<file path="src/rtl/img_loader.sv">
// Raster-to-column-major pixel loader feeding the median-filter image memory.
// Optional frame checksum output enabled by defining IMG_LOADER_CHECKSUM_EN.
module img_loader #(
    parameter int IMG_W = 128,
    parameter int IMG_H = 128
) (
    input  logic        clk,
    input  logic        reset,
    input  logic        s_valid,
    output logic        s_ready,
    input  logic [7:0]  s_data,
    input  logic        s_sof,
    output logic [13:0] img_addr,
    output logic [7:0]  img_data,
    output logic        img_wen,
    output logic        ready,
    input  logic        busy,
    output logic        sof_err
`ifdef IMG_LOADER_CHECKSUM_EN
    ,
    output logic [15:0] checksum
`endif
);

    // state  | meaning
    // S_IDLE | discard beats until an SOF beat arrives
    // S_LOAD | write one pixel per accepted beat
    // S_HAND | frame complete, ready offered to the filter engine
    // S_WAIT | engine owns the image memory, wait for busy to clear
    localparam logic [1:0] S_IDLE = 2'd0;
    localparam logic [1:0] S_LOAD = 2'd1;
    localparam logic [1:0] S_HAND = 2'd2;
    localparam logic [1:0] S_WAIT = 2'd3;

    localparam logic [6:0] X_MAX = 7'(IMG_W - 1);
    localparam logic [6:0] Y_MAX = 7'(IMG_H - 1);

    logic [1:0]  r_state;
    logic [6:0]  r_x;
    logic [6:0]  r_y;
    logic        r_s_ready;
    logic [13:0] r_addr;
    logic [7:0]  r_data;
    logic        r_wen;
    logic        r_ready;
    logic        r_sof_err;

    logic [1:0]  w_next;
    logic        w_accept;
    logic        w_write;
    logic        w_sof_err;
    logic [6:0]  w_x_next;
    logic [6:0]  w_y_next;
    logic [13:0] w_waddr;

    assign w_accept = s_valid & r_s_ready;

    always_comb begin
        w_next    = r_state;
        w_write   = 1'b0;
        w_sof_err = 1'b0;
        w_x_next  = r_x;
        w_y_next  = r_y;
        w_waddr   = {r_x, r_y};
        case (r_state)
            S_IDLE: begin
                if (w_accept && s_sof) begin
                    w_write  = 1'b1;
                    w_waddr  = 14'd0;
                    w_x_next = 7'd1;
                    w_y_next = 7'd0;
                    w_next   = S_LOAD;
                end
            end
            S_LOAD: begin
                if (w_accept) begin
                    w_write = 1'b1;
                    if (s_sof) begin
                        // restart as a fresh frame; the beat becomes pixel (0,0)
                        w_sof_err = 1'b1;
                        w_waddr   = 14'd0;
                        w_x_next  = 7'd1;
                        w_y_next  = 7'd0;
                    end else begin
                        w_x_next = r_x + 7'd1;
                        if (r_x == X_MAX) begin
                            w_y_next = r_y + 7'd1;
                            if (r_y == Y_MAX) begin
                                w_next = S_HAND;
                            end
                        end
                    end
                end
            end
            S_HAND: begin
                if (busy) begin
                    w_next = S_WAIT;
                end
            end
            default: begin
                if (!busy) begin
                    w_next   = S_IDLE;
                    w_x_next = 7'd0;
                    w_y_next = 7'd0;
                end
            end
        endcase
    end

    always_ff @(posedge clk or negedge reset) begin
        if (!reset) begin
            r_state   <= S_IDLE;
            r_x       <= 7'd0;
            r_y       <= 7'd0;
            r_s_ready <= 1'b0;
            r_addr    <= 14'd0;
            r_data    <= 8'd0;
            r_wen     <= 1'b0;
            r_ready   <= 1'b0;
            r_sof_err <= 1'b0;
        end else begin
            r_state   <= w_next;
            r_x       <= w_x_next;
            r_y       <= w_y_next;
            r_s_ready <= (w_next == S_IDLE) || (w_next == S_LOAD);
            r_wen     <= w_write;
            r_sof_err <= w_sof_err;
            if (w_write) begin
                r_addr <= w_waddr;
                r_data <= s_data;
            end
            // first HAND cycle always raises ready, even if busy is already high
            r_ready   <= (r_state == S_HAND) && (!busy || !r_ready);
        end
    end

`ifdef IMG_LOADER_CHECKSUM_EN
    logic [15:0] r_checksum;

    always_ff @(posedge clk or negedge reset) begin
        if (!reset) begin
            r_checksum <= 16'd0;
        end else if (w_write) begin
            r_checksum <= (s_sof ? 16'd0 : r_checksum) + {8'd0, s_data};
        end
    end

    assign checksum = r_checksum;
`endif

    assign s_ready  = r_s_ready;
    assign img_addr = r_addr;
    assign img_data = r_data;
    assign img_wen  = r_wen;
    assign ready    = r_ready;
    assign sof_err  = r_sof_err;

endmodule

</file>
<file path="config.mk">
export PLATFORM = sky130hd
export DESIGN_NAME = img_loader
export DESIGN_NICKNAME = d
export VERILOG_FILES = /design/src/rtl/img_loader.sv
export SDC_FILE = /design/constraint.sdc
export NUM_CORES = 1
export LEC_CHECK = 0
export CORE_MARGIN = 2
export CORE_UTILIZATION = 53
export CTS_CLUSTER_SIZE = 40
export DETAILED_ROUTE_END_ITERATION = 16
export PLACE_DENSITY = 0.88
export SLEW_MARGIN = 20
export SYNTH_ARGS = -nofsm -noshare
export SYNTH_HDL_FRONTEND = slang
export SYNTH_SLANG_ARGS = --single-unit
</file>
<file path="constraint.sdc">
create_clock -name clk -period 4.75 [get_ports clk]
set_clock_uncertainty 0.2 [all_clocks]
set_input_delay 0.95 -clock clk [delete_from_list [all_inputs] [get_ports clk]]
set_output_delay 0.95 -clock clk [all_outputs]
set_load 0.1 [all_outputs]
</file>
* After elaboration in Yosys (flattened, before gate mapping)
Cells that the tools add are included.
** Operators by class
- Div/mod/pow operators :: 0
- $lt $le $gt $ge :: 0
- Reduce and logical (&&, ||, !) cells :: 10
- Equal/unequal tests :: 9
- Multiply operators :: 0
- $add $sub $neg :: 2
- Bitwise logic cells :: 2
- Shift operators :: 0
- Muxes and demuxes :: 28
** Operators with widths (count)
- $mux W7 :: 8
- $mux W14 :: 3
- $pmux W7 S3 :: 2
- $pmux W14 S2 :: 1
- $add A7 B1 Y7 const B :: 2
- $eq A7 B7 Y1 const B :: 2
- $mux W2 :: 7
- $pmux W2 S3 :: 1
- $mux W1 :: 5
- $reduce_and A5 Y1 :: 1
- $eq A2 B1 Y1 const B :: 2
- $logic_not A2 Y1 :: 2
- $ne A2 B2 Y1 const B :: 2
- $reduce_and A4 Y1 :: 1
- $ne A3 B1 Y1 const B :: 1
- $ne A3 B3 Y1 const B :: 1
- $eq A2 B2 Y1 const B :: 1
- $logic_and A1 B1 Y1 :: 2
- $logic_not A1 Y1 :: 2
- $logic_or A1 B1 Y1 :: 2
- $pmux W1 S2 :: 1
- $and A1 B1 Y1 :: 1
- $not A1 Y1 :: 1
** Word-level totals
- Latch bits :: 0
- Bits in registers :: 42
- Bits in read-only memories :: 0
- Output and inout bits :: 26
- Input port bits :: 13
- Logic and storage cells :: 60
- Bits in writable memories :: 0
- Memories :: 0

* Logic depth before layout (Yosys ltp)
Gate-level depths: netlist of run 1.
- Word-level depth :: 8
- Gate-level depth with buffers :: 6
- Mapped depth without buffers :: 5

* Worst setup path after synthesis of run 1
Ideal clock, no wire load.
- Path kind :: reg2reg
- Start :: register r_s_ready (netlist: s_ready)
- End :: register r_y[3]
- Data arrival time :: 2202 ps
- Stages on the path, launching flop included :: 6
- Clock period less this slack :: 2482 ps
- Buffers on the path :: 1
- Data required time :: 4470 ps
- Setup time :: 80 ps
- Setup slack :: 2268 ps
- Cell sequence :: dfrtp_1 > o211ai_1 > or4_4 > buf_6 > or3_1 > a21oi_1
** On the way
- Cells in the longest elaborated chain, start to end :: 4
- Elaborated cells on any way between the ends :: 5
- Those cells by class :: eq/ne (2); bitwise (1); reduce/logical (2)
** RTL lines
- from (decl) :: RTL line 41 : logic r_s_ready;
- from (signal assigned) :: RTL line 125 : r_s_ready <= (w_next == S_IDLE) || (w_next == S_LOAD);
- $and A1 B1 Y1 * :: RTL line 56 : assign w_accept = s_valid & r_s_ready;
- $logic_and A1 B1 Y1 :: RTL line 67 : if (w_accept && s_sof) begin
- $ne A2 B2 Y1 (no source line)
- $reduce_and A5 Y1 (no source line) *
- to (signal assigned) :: RTL line 124 : r_y <= w_y_next;
- to (decl) :: RTL line 40 : logic [6:0] r_y;
Every way passes the cells marked *; elsewhere a longest branch is shown, timed or not.
A chain may end at the register's enable or synchronous reset.

* Final worst setup path of run 1
- Start :: register r_s_ready (netlist: s_ready)
- End :: output port s_ready
** RTL lines
- to (decl) :: RTL line 10 : output logic s_ready,
No word-level cell between the ends.

==> qor.yml, run 1 <==
hold_path:
  hold_class: "register to register"
  holdPathEnd: "img_addr[1]"
  min_from: "img_addr[1]"
  hold_depth: 1
setup_path:
  r2r_start: "r_x[0]"
  required_ns: 3.60
  critical_path_arrival_ns: 1.92
  crit_path_end_kind: "output pin"
  slowest_stage: "clkdlybuf4s50_1"
  worstSetupPathType: "register to output pin"
  critPathBufInv: 1
  cp_max_fo: 4
  rrSetupSlack_ns: 2.41
  critPathTopFamily: "buffers and inverters"
  r2r_cells: 5
  crit_cells: 1
  critical_path.max_stage_delay_ns: 1.15
  start_kind: "register"
  r2r_end: "r_y[5]"
  path_cells: "clkdlybuf4s50_1"
clock_tree:
  cts-root-buf: "clkbuf_4"
  clock_sinks: 42
  post_cts_buffers: 0
  cts_buffers: 5
  clk_pin_slew_ns: 0.12
  cts_resized: 0
  clock_latency_ns: 0.35
  clockBufferDepth: 2
  ctsHoldBuffers: 0
  cts_tree: "yes"
  htree_levels: 2
detailed_routing:
  wirelength_um: 3720
  final_antenna_net_count: 0
  viasPerCell: 5.69
  drtPass1Iterations: 4
  vias: 1372
  drc: 0
  drtIter0Drc: 43
  routedWlPerCell_um: 15.4
final_layout:
  nets: 209
  diodes: 0
  drive_gt1_share_pct: 14.9
  final-seq-area_mm2: 0.00105
  syn2layout_area_growth_pct: 27.4
  multi_input_area_um2: 686
  fillers: 219
  fin_util_pct: 69.4
timing:
  fmax_mhz: 326
  fin_setup_tns_ns: 0
  whs_ns: 0.311
  setup-violations-final: 0
  max_slew_margin_pct: 34.0
  period_needed_ns: 3.07
  worst_slew_pin_slew_ns: 0.987
  finalCritPeriodShare_pct: 64.6
  rsz0062_at_grt: "false"
  hold_violations: 0
  drv_slew: 0
power_and_ir_drop:
  p_int_uw: 534
  p_clk_share_pct: 28.9
  p_comb_share_pct: 21.7
  switchingPower_uw: 256
  power.leakage_nw: 0.955
  p_per_area_mw_per_mm2: 347
  irDropWorstVdd_mv: 0.205
  netSwitchingFraction_pct: 32.4
  p_seq_share_pct: 49.4
global_routing:
  antenna_found_initial: 0
  grt_use_total_pct: 21.6
  grt_pass1_wl_um: 5960
  grt_pass1_vias: 1377
  overflow: 0
  grt_max_degree: 43
floorplanning:
  die_area_mm2: 0.00385
  fp.dieW_um: 62.1
  start_util_pct: 54.4
  die_height_um: 62.1
  io_pins: 39
  core_area_mm2: 0.00328
  rows: 21
outcome:
  status: "finished clean"
place:
  dpl.hpwl_um: 2640
  place_congestion: 0.807
  portBuffers: 38
synthesis:
  synth_area_mm2: 0.00179
  syn_avg_cell_area_um2: 11.7
  synth-seq-cells: 42
  ys_seq_area_share_pct: 58.8
  synth_cell_types: 36
  syn_nets: 168
  ys_warn_count: 0
  postSynthCellCount: 153
job:
  maxCapViolCount: 0
cell type report:
cell class | count | area share (%)
Clock buffer | 6 | 1.81
Clock inverter | 2 | 1.65
Inverter | 6 | 0.988
Multi-Input combinational cell | 100 | 30.1
Sequential cell | 42 | 46.1
Tap cell | 46 | 2.53
Timing Repair Buffer | 39 | 16.8
worst reg2reg max path, delay by kind of cell, from the launching register on:
family,cells,cell delay [ns]
compound gates,1,0.15
fa+ha+maj,1,0.22
flops,1,0.48
simple gates,3,1.22
logic make-up (layout without fill, tap and decap cells):
group                    Yosys count  count (layout)  share of synthesized area [%]
adder cells (fa/ha/maj)            2               2                           1.40
flip-flops                        42              42                           58.8
multiplexers                       8               8                           5.04
AO/OA/AOI/OAI                     46              46                           18.1
AND/OR/NAND/NOR                   44              44                           13.9
buffers and inverters             11              53                           2.87
through the flow:
stage | worst slack [ns] | instances | instance area [um2] | total power, mW
floorplan | 2.27 | 153 | 1790 | 0.516
CTS | 1.68 | 241 | 2280 | 0.794
detailed placement | 1.47 | 233 | 2200 | 0.568
global route | 1.61 | 241 | 2280 | 0.823
finish | 1.68 | 241 | 2280 | 0.790
global placement | 1.55 | 233 | 2200 | 0.565
power groups by stage:
stage,Clock [mW],Sequential [mW],Combinational (mW)
floorplan,0,0.482,0.0338
global placement,0,0.395,0.169
finish,0.229,0.390,0.171
global route,0.249,0.393,0.181
CTS,0.231,0.390,0.172
detailed placement,0,0.397,0.171
sequential cells by signal (all words and copies together) (netlist names):
signal	flops
img_addr	14
img_data	8
img_wen	1
r_state	2
r_x	7
r_y	7
ready	1
s_ready	1
sof_err	1
worst max path at each step:
stage / from / endpoint / slack (ns)
after floorplan: s_ready / r_y[3] / 2.27
after global placement: s_sof / s_ready / 1.55
after detailed placement: s_sof / s_ready / 1.47
after CTS: s_ready / s_ready / 1.68
after global routing: s_ready / s_ready / 1.61
final: s_ready / s_ready / 1.68
cells in the final DEF, fill, tap and decap left out, types with 3 or more instances in the layout:
master,netlist,final
nor2_1,4,4
a21oi_1,10,10
o21ai_0,9,9
dfrtp_1,42,42
inv_1,5,5
o31ai_1,3,3
clkbuf_4,0,5
or3_1,5,5
a22o_1,13,13
clkdlybuf4s50_1,0,37
nand2_1,10,10
mux2_2,8,8
nand3_1,10,10
cells in the mapped netlist (all sizes together):
library cell / n / share of area (%)
o221a: 2 / 1.3
a211oi: 1 / 0.42
or3: 7 / 2.6
or3b: 1 / 0.49
o211ai: 1 / 0.42
o21a: 2 / 0.84
o211a: 1 / 0.56
or4: 3 / 1.5
a22o: 14 / 6.9
nand2: 10 / 2.1
mux2: 8 / 5.0
o21ai: 11 / 3.1
nand3b: 1 / 0.42
nor3: 2 / 0.56
dfrtp: 42 / 59
a21oi: 10 / 2.8
buf: 3 / 1.2
nor2: 5 / 1.2
and2: 2 / 0.70
inv: 6 / 1.3
nand4: 1 / 0.35
nand3: 11 / 3.4
o31ai: 3 / 1.3
ha: 2 / 1.4
o31a: 1 / 0.49
clkbuf: 2 / 0.42
and4: 1 / 0.56
metal layers:
metal,up-vias,GRT usage [%],wire length [um]
li1,655,-,-
met1,661,26.8,1620
met2,52,35.6,1810
met3,4,5.80,258
met4,0,9.42,30
met5,-,0,0
(Power assumes the default switching activity.)
==> run 2: changes to the inputs <==
--- a/config.mk
+++ b/config.mk
@@ -6,10 +6,10 @@
 export NUM_CORES = 1
 export LEC_CHECK = 0
 export CORE_MARGIN = 2
-export CORE_UTILIZATION = 53
+export CORE_UTILIZATION = 49
 export CTS_CLUSTER_SIZE = 40
 export DETAILED_ROUTE_END_ITERATION = 16
-export PLACE_DENSITY = 0.88
+export PLACE_DENSITY = 0.83
 export SLEW_MARGIN = 20
 export SYNTH_ARGS = -nofsm -noshare
 export SYNTH_HDL_FRONTEND = slang
==> constraint.sdc (replaced) <==
create_clock -name clk -period 3.1 [get_ports clk]
set_clock_uncertainty 0.2 [all_clocks]
set_input_delay 0.62 -clock clk [delete_from_list [all_inputs] [get_ports clk]]
set_output_delay 0.62 -clock clk [all_outputs]
set_load 0.1 [all_outputs]
==> run 2 against run 1 <==
Against the previous run: combinational power grew 50%; sequential share of layout area grew 0.62 points; final cell count grew 0.41%; critical path type is now register to register; utilization shrank 3.5 points; via count grew 1.9%; count of clock-buffer cells in the layout shrank 1.
==> qor.yml, run 2 (synthesized netlist as in run 1, its figures left out) <==
floorplanning:
  fp.dieW_um: 64.4  # +3.7%
  die_area_mm2: 0.00415  # +7.6%
  rows: 21  # unchanged
  io_pins: 39  # unchanged
  die_height_um: 64.4  # +3.7%
  core_area_mm2: 0.00342  # +4.0%
  start_util_pct: 52.3  # -2.1 points
timing:
  fmax_mhz: 419
  rsz0062_at_grt: "false"
  period_needed_ns: 2.39
  max_slew_margin_pct: 41.1  # +7.2 points
  setup-violations-final: 0  # unchanged
  drv_slew: 0  # unchanged
  worst_slew_pin_slew_ns: 0.883  # -0.104 ns
  hold_violations: 0  # unchanged
  fin_setup_tns_ns: 0  # unchanged
  finalCritPeriodShare_pct: 77.0
  whs_ns: 0.180  # -0.130 ns
setup_path:
  rrSetupSlack_ns: 0.71  # -1.70 ns
  crit_cells: 5  # +4
  crit_path_end_kind: "register"
  worstSetupStartpoint: "r_x[0]"
  r2r_cells: 5  # unchanged
  r2r_start: "r_x[0]"
  required_ns: 3.18  # -0.42 ns
  worstSetupPathType: "register to register"
  cp_max_fo: 11  # +7
  critical_path_arrival_ns: 2.47  # +0.55 ns
  start_kind: "register"
  path_cells: "ha_1, nand3_2, or4_4, or4_1, a21oi_1"
  critPathTopFamily: "simple AND/OR/NAND/NOR gates"
  critical_path.max_stage_delay_ns: 0.61  # -0.54 ns
  slowest_stage: "or4_4"
  critPathBufInv: 0  # -1
power_and_ir_drop:
  p_seq_share_pct: 46.6  # -2.8 points
  p_comb_share_pct: 20.0  # -1.7 points
  p_per_area_mw_per_mm2: 573  # +65%
  p_clk_share_pct: 33.5  # +4.6 points
  irDropWorstVdd_mv: 0.273  # +33%
  p_int_uw: 894  # +68%
  switchingPower_uw: 394  # +54%
  netSwitchingFraction_pct: 30.6  # -1.9 points
  power.leakage_nw: 1.02  # +6.4%
place:
  portBuffers: 38  # unchanged
  place_congestion: 0.902  # +12%
  dpl.hpwl_um: 2690  # +2.3%
clock_tree:
  cts-root-buf: "clkbuf_4"
  clk_pin_slew_ns: 0.13  # about the same
  clock_latency_ns: 0.34  # about the same
  post_cts_buffers: 0  # unchanged
  htree_levels: 2  # unchanged
  clock_sinks: 42  # unchanged
  cts_buffers: 5  # unchanged
  cts_tree: "yes"
  clockBufferDepth: 2  # unchanged
  ctsHoldBuffers: 0  # unchanged
  cts_resized: 0  # unchanged
global_routing:
  grt_max_degree: 43  # unchanged
  grt_use_total_pct: 19.1  # -2.5 points
  grt_pass1_vias: 1326  # -3.7%
  antenna_found_initial: 0  # unchanged
  overflow: 0  # unchanged
  grt_pass1_wl_um: 6080  # +2.0%
detailed_routing:
  viasPerCell: 5.78  # +1.5%
  drc: 0  # unchanged
  routedWlPerCell_um: 15.4  # -0.28%
  drtIter0Drc: 68  # +58%
  vias: 1398  # +1.9%
  drtPass1Iterations: 4  # unchanged
  final_antenna_net_count: 0  # unchanged
  wirelength_um: 3720  # +0.13%
final_layout:
  nets: 210  # +0.48%
  syn2layout_area_growth_pct: 25.8
  mostFrequentLayoutCells: "dfrtp_1 (42), buf_4 (28), a22o_1 (13)"
  drive_gt1_share_pct: 29.1  # +14 points
  diodes: 0  # unchanged
  mostFrequentLayoutCell: "dfrtp_1"
  largest_reg_flops: 14  # unchanged
job:
  maxCapViolCount: 0  # unchanged
hold_path:
  hold_class: "primary input to asynchronous set/reset pin"
outcome:
  status: "finished clean"
run 2: final cells by class:
class                      count  area [um2]
inverter                       6        22.5
clock inverter                 3        68.8
multi-input combinational    100         686
timing repair buffer          40         325
clock buffer                   5        37.5
sequential                    42        1050
tap                           46        57.6
fill                         268        1170
run 2: path summary, 6_finish.rpt:
check	endpoint
setup / recovery	r_y[5]
hold / removal	img_data[4]
setup reg to reg	r_y[5]
hold reg to reg	ready
max in group asynchronous	img_addr[6]
min in group clk	ready
run 2: worst reg2reg max path, stage by stage (launching register included):
cell and delay, ns:
dfrtp_1 0.51, ha_1 0.24, nand3_2 0.14, or4_4 0.61
or4_1 0.48, a21oi_1 0.15
run 2: per-stage QoR:
| step | setup WS, ns | total power, mW | std cells | utilization (%) | cell area [um2] |
|---|---|---|---|---|---|
| final | 0.712 | 1.29 | 242 | 65.8 | 2250 |
| after global placement | 0.435 | 0.861 | 234 | 62.7 | 2140 |
| after global routing | 0.616 | 1.33 | 242 | 65.8 | 2250 |
| after floorplan | 0.618 | 0.791 | 153 | - | 1790 |
| after detailed placement | 0.394 | 0.869 | 234 | 62.7 | 2140 |
| after CTS | 0.724 | 1.29 | 242 | 65.8 | 2250 |
run 2: power groups by stage:
| stage | combinational [mW] | sequential (mW) | clock (mW) |
|---|---|---|---|
| 6_report | 0.257 | 0.600 | 0.431 |
| 3_3_place_gp | 0.254 | 0.607 | 0 |
| 2_1_floorplan | 0.0518 | 0.739 | 0 |
| 4_1_cts | 0.259 | 0.599 | 0.434 |
| 5_1_grt | 0.270 | 0.603 | 0.456 |
| 3_5_place_dp | 0.258 | 0.610 | 0 |
run 2: routing by layer:
layer | wire, um | vias to the layer above | global-route usage [%]
li1 | - | 655 | -
met1 | 1570 | 692 | 24.2
met2 | 1870 | 45 | 31.1
met3 | 222 | 6 | 4.40
met4 | 55 | 0 | 8.78
met5 | 0 | - | 0
==> run 3: changes to the inputs <==
--- a/config.mk
+++ b/config.mk
@@ -6,10 +6,10 @@
 export NUM_CORES = 1
 export LEC_CHECK = 0
 export CORE_MARGIN = 2
-export CORE_UTILIZATION = 49
+export CORE_UTILIZATION = 45
 export CTS_CLUSTER_SIZE = 40
 export DETAILED_ROUTE_END_ITERATION = 16
-export PLACE_DENSITY = 0.83
+export PLACE_DENSITY = 0.8
 export SLEW_MARGIN = 20
 export SYNTH_ARGS = -nofsm -noshare
 export SYNTH_HDL_FRONTEND = slang
==> constraint.sdc (replaced) <==
create_clock -name clk -period 2.14 [get_ports clk]
set_clock_uncertainty 0.2 [all_clocks]
set_input_delay 0.428 -clock clk [delete_from_list [all_inputs] [get_ports clk]]
set_output_delay 0.428 -clock clk [all_outputs]
set_load 0.1 [all_outputs]
==> run 3 against run 2 <==
Against the previous run: routed wire length rose by 16%; flip-flop and latch count unchanged; combinational power rose by 69%; final cell count rose by 9.5%; fmax grew 17%; sequential power rose by 44%; highest routed layer unchanged; largest cell class unchanged.
==> qor.yml, run 3 (synthesized netlist as in run 1, its figures left out) <==
floorplanning:
  fp.dieW_um: 67.0  # +4.1%
  die_area_mm2: 0.00449  # +8.3%
  rows: 22  # +4.8%
  core_area_mm2: 0.00374  # +9.6%
  start_util_pct: 47.8  # -4.6 points
  die_height_um: 67.0  # +4.1%
  io_pins: 39  # unchanged
setup_path:
  required_ns: 2.12  # -1.06 ns
  crit_path_end_kind: "register"
  critical_path_arrival_ns: 2.02  # -0.45 ns
  slowest_stage: "or4_4"
  cp_max_fo: 5  # -6
  critical_path.max_stage_delay_ns: 0.56  # -0.05 ns
  path_cells: "o211ai_1, or4_4, buf_6, o31ai_1, a21oi_2"
  worstSetupPathType: "register to register"
  start_kind: "register"
final_layout:
  fin_util_pct: 69.8  # +4.0 points
  mostFrequentLayoutCells: "dfrtp_1 (41), buf_4 (30), buf_12 (17)"
  syn2layout_area_growth_pct: 46.2
  largest_reg_flops: 14  # unchanged
  nets: 232  # +10%
  diodes: 0  # unchanged
  layout.cells.non_filler: 265  # +9.5%
  fillers: 280  # +4.5%
  drive_gt1_share_pct: 36.9  # +7.8 points
  mostFrequentLayoutCell: "dfrtp_1"
power_and_ir_drop:
  p_per_area_mw_per_mm2: 682  # +19%
  power.leakage_nw: 1.16  # +15%
  irDropWorstVdd_mv: 0.313  # +15%
place:
  dpl.hpwl_um: 3190  # +19%
  place_congestion: 0.825  # -8.6%
  portBuffers: 38  # unchanged
  numPlacedInstances: 253  # +8.1%
  place_ws_ns: -0.380  # -0.774 ns
global_routing:
  overflow: 0  # unchanged
  grt_pass1_vias: 1608  # +21%
  grt_pass1_wl_um: 7470  # +23%
  grt_use_total_pct: 22.2  # +3.1 points
  grt_max_degree: 24  # -44%
  antenna_found_initial: 0  # unchanged
hold_path:
  hold_class: "register to register"
timing:
  finalCritPeriodShare_pct: 95.2  # +18 points
  worst_slew_pin_slew_ns: 0.500  # -0.383 ns
  setup-violations-final: 0  # unchanged
  fmax_mhz: 491  # +17%
  max_slew_margin_pct: 66.7  # +26 points
  rsz0062_at_grt: "false"
  period_needed_ns: 2.04  # -0.351 ns
  setup_ws_ns: 0.103  # -0.609 ns
  drv_slew: 0  # unchanged
  hold_violations: 0  # unchanged
clock_tree:
  htree_levels: 2  # unchanged
  clockBufferDepth: 2  # unchanged
  clk_pin_slew_ns: 0.08  # -0.05 ns
  cts_tree: "yes"
  cts_buffers: 5  # unchanged
  cts-root-buf: "clkbuf_8"
  clock_latency_ns: 0.30  # -0.04 ns
  clock_sinks: 42  # unchanged
detailed_routing:
  drc: 0  # unchanged
  viasPerCell: 5.81  # +0.53%
  routedWlPerCell_um: 16.3  # +5.8%
  wirelength_met1_um: 1690  # +7.7%
  final_antenna_net_count: 0  # unchanged
  wirelength_um: 4320  # +16%
  drtIter0Drc: 86  # +26%
  vias: 1539  # +10%
  dr_wl_met2_um: 2150  # +15%
  drtPass1Iterations: 5  # +1
  highest_layer: "met4"
  wl_met3_um: 378  # +70%
outcome:
  status: "finished clean"
job:
  maxCapViolCount: 0  # unchanged
run 3: final cells by class:
type	instances	area [um2]	share of cell area (%)
Clock buffer	5	68.8	2.63
Timing Repair Buffer	62	704	27.0
Sequential cell	42	1050	40.4
Clock inverter	2	10.0	0.383
Inverter	6	22.5	0.862
Multi-Input combinational cell	100	693	26.5
Tap cell	48	60.1	2.30
run 3: what timing repair did:
action / in CTS / in global routing
hold buffers: 1 / 0
endpoints found under the hold margin: 21 / 0
buffers inserted: 3 / 0
resized for setup: 5 / 0
endpoints found under the setup margin: 1 / 0
run 3: power by group:
group / switching (mW) / leakage [nW] / internal [mW]
Combinational: 0.291 / 0.572 / 0.143
Sequential: 0.0315 / 0.547 / 0.832
Clock: 0.267 / 0.0438 / 0.219
Total: 0.590 / 1.16 / 1.19
run 3: worst paths after layout:
path	from	endpoint	slack, ns	cells after the start
max	s_ready	r_y[5]	0.10	5
min	img_data[0]	img_data[0]	0.32	1
max reg2reg	s_ready	r_y[5]	0.10	5
min reg2reg	img_data[0]	img_data[0]	0.32	1
max in group asynchronous	reset	r_y[4]	0.78	3
min in group asynchronous	reset	img_addr[10]	0.43	2
run 3: critical path, delay by kind of cell, from the launching register on:
family,cells,cell delay (ns)
flip-flops,1,0.45
buffers and inverters,1,0.14
AO/OA/AOI/OAI,3,0.56
AND/OR/NAND/NOR,1,0.56
run 3: per-stage QoR:
| step | hold slack (ns) | power [mW] | setup TNS, ns | instance area (um2) |
|---|---|---|---|---|
| 2_1_floorplan | -0.0676 | 1.15 | 0 | 1790 |
| 3_3_place_gp | 0.220 | 1.30 | -2.78 | 2490 |
| 3_5_place_dp | 0.223 | 1.31 | -4.59 | 2490 |
| 4_1_cts | 0.320 | 1.79 | 0 | 2610 |
| 5_1_grt | 0.338 | 1.86 | 0 | 2610 |
| 6_report | 0.319 | 1.78 | 0 | 2610 |
run 3: routing by layer:
metal	vias to the layer above	global-route usage, %
li1	694	-
met1	759	26.5
met2	73	37.9
met3	13	5.91
met4	0	8.42
met5	-	0
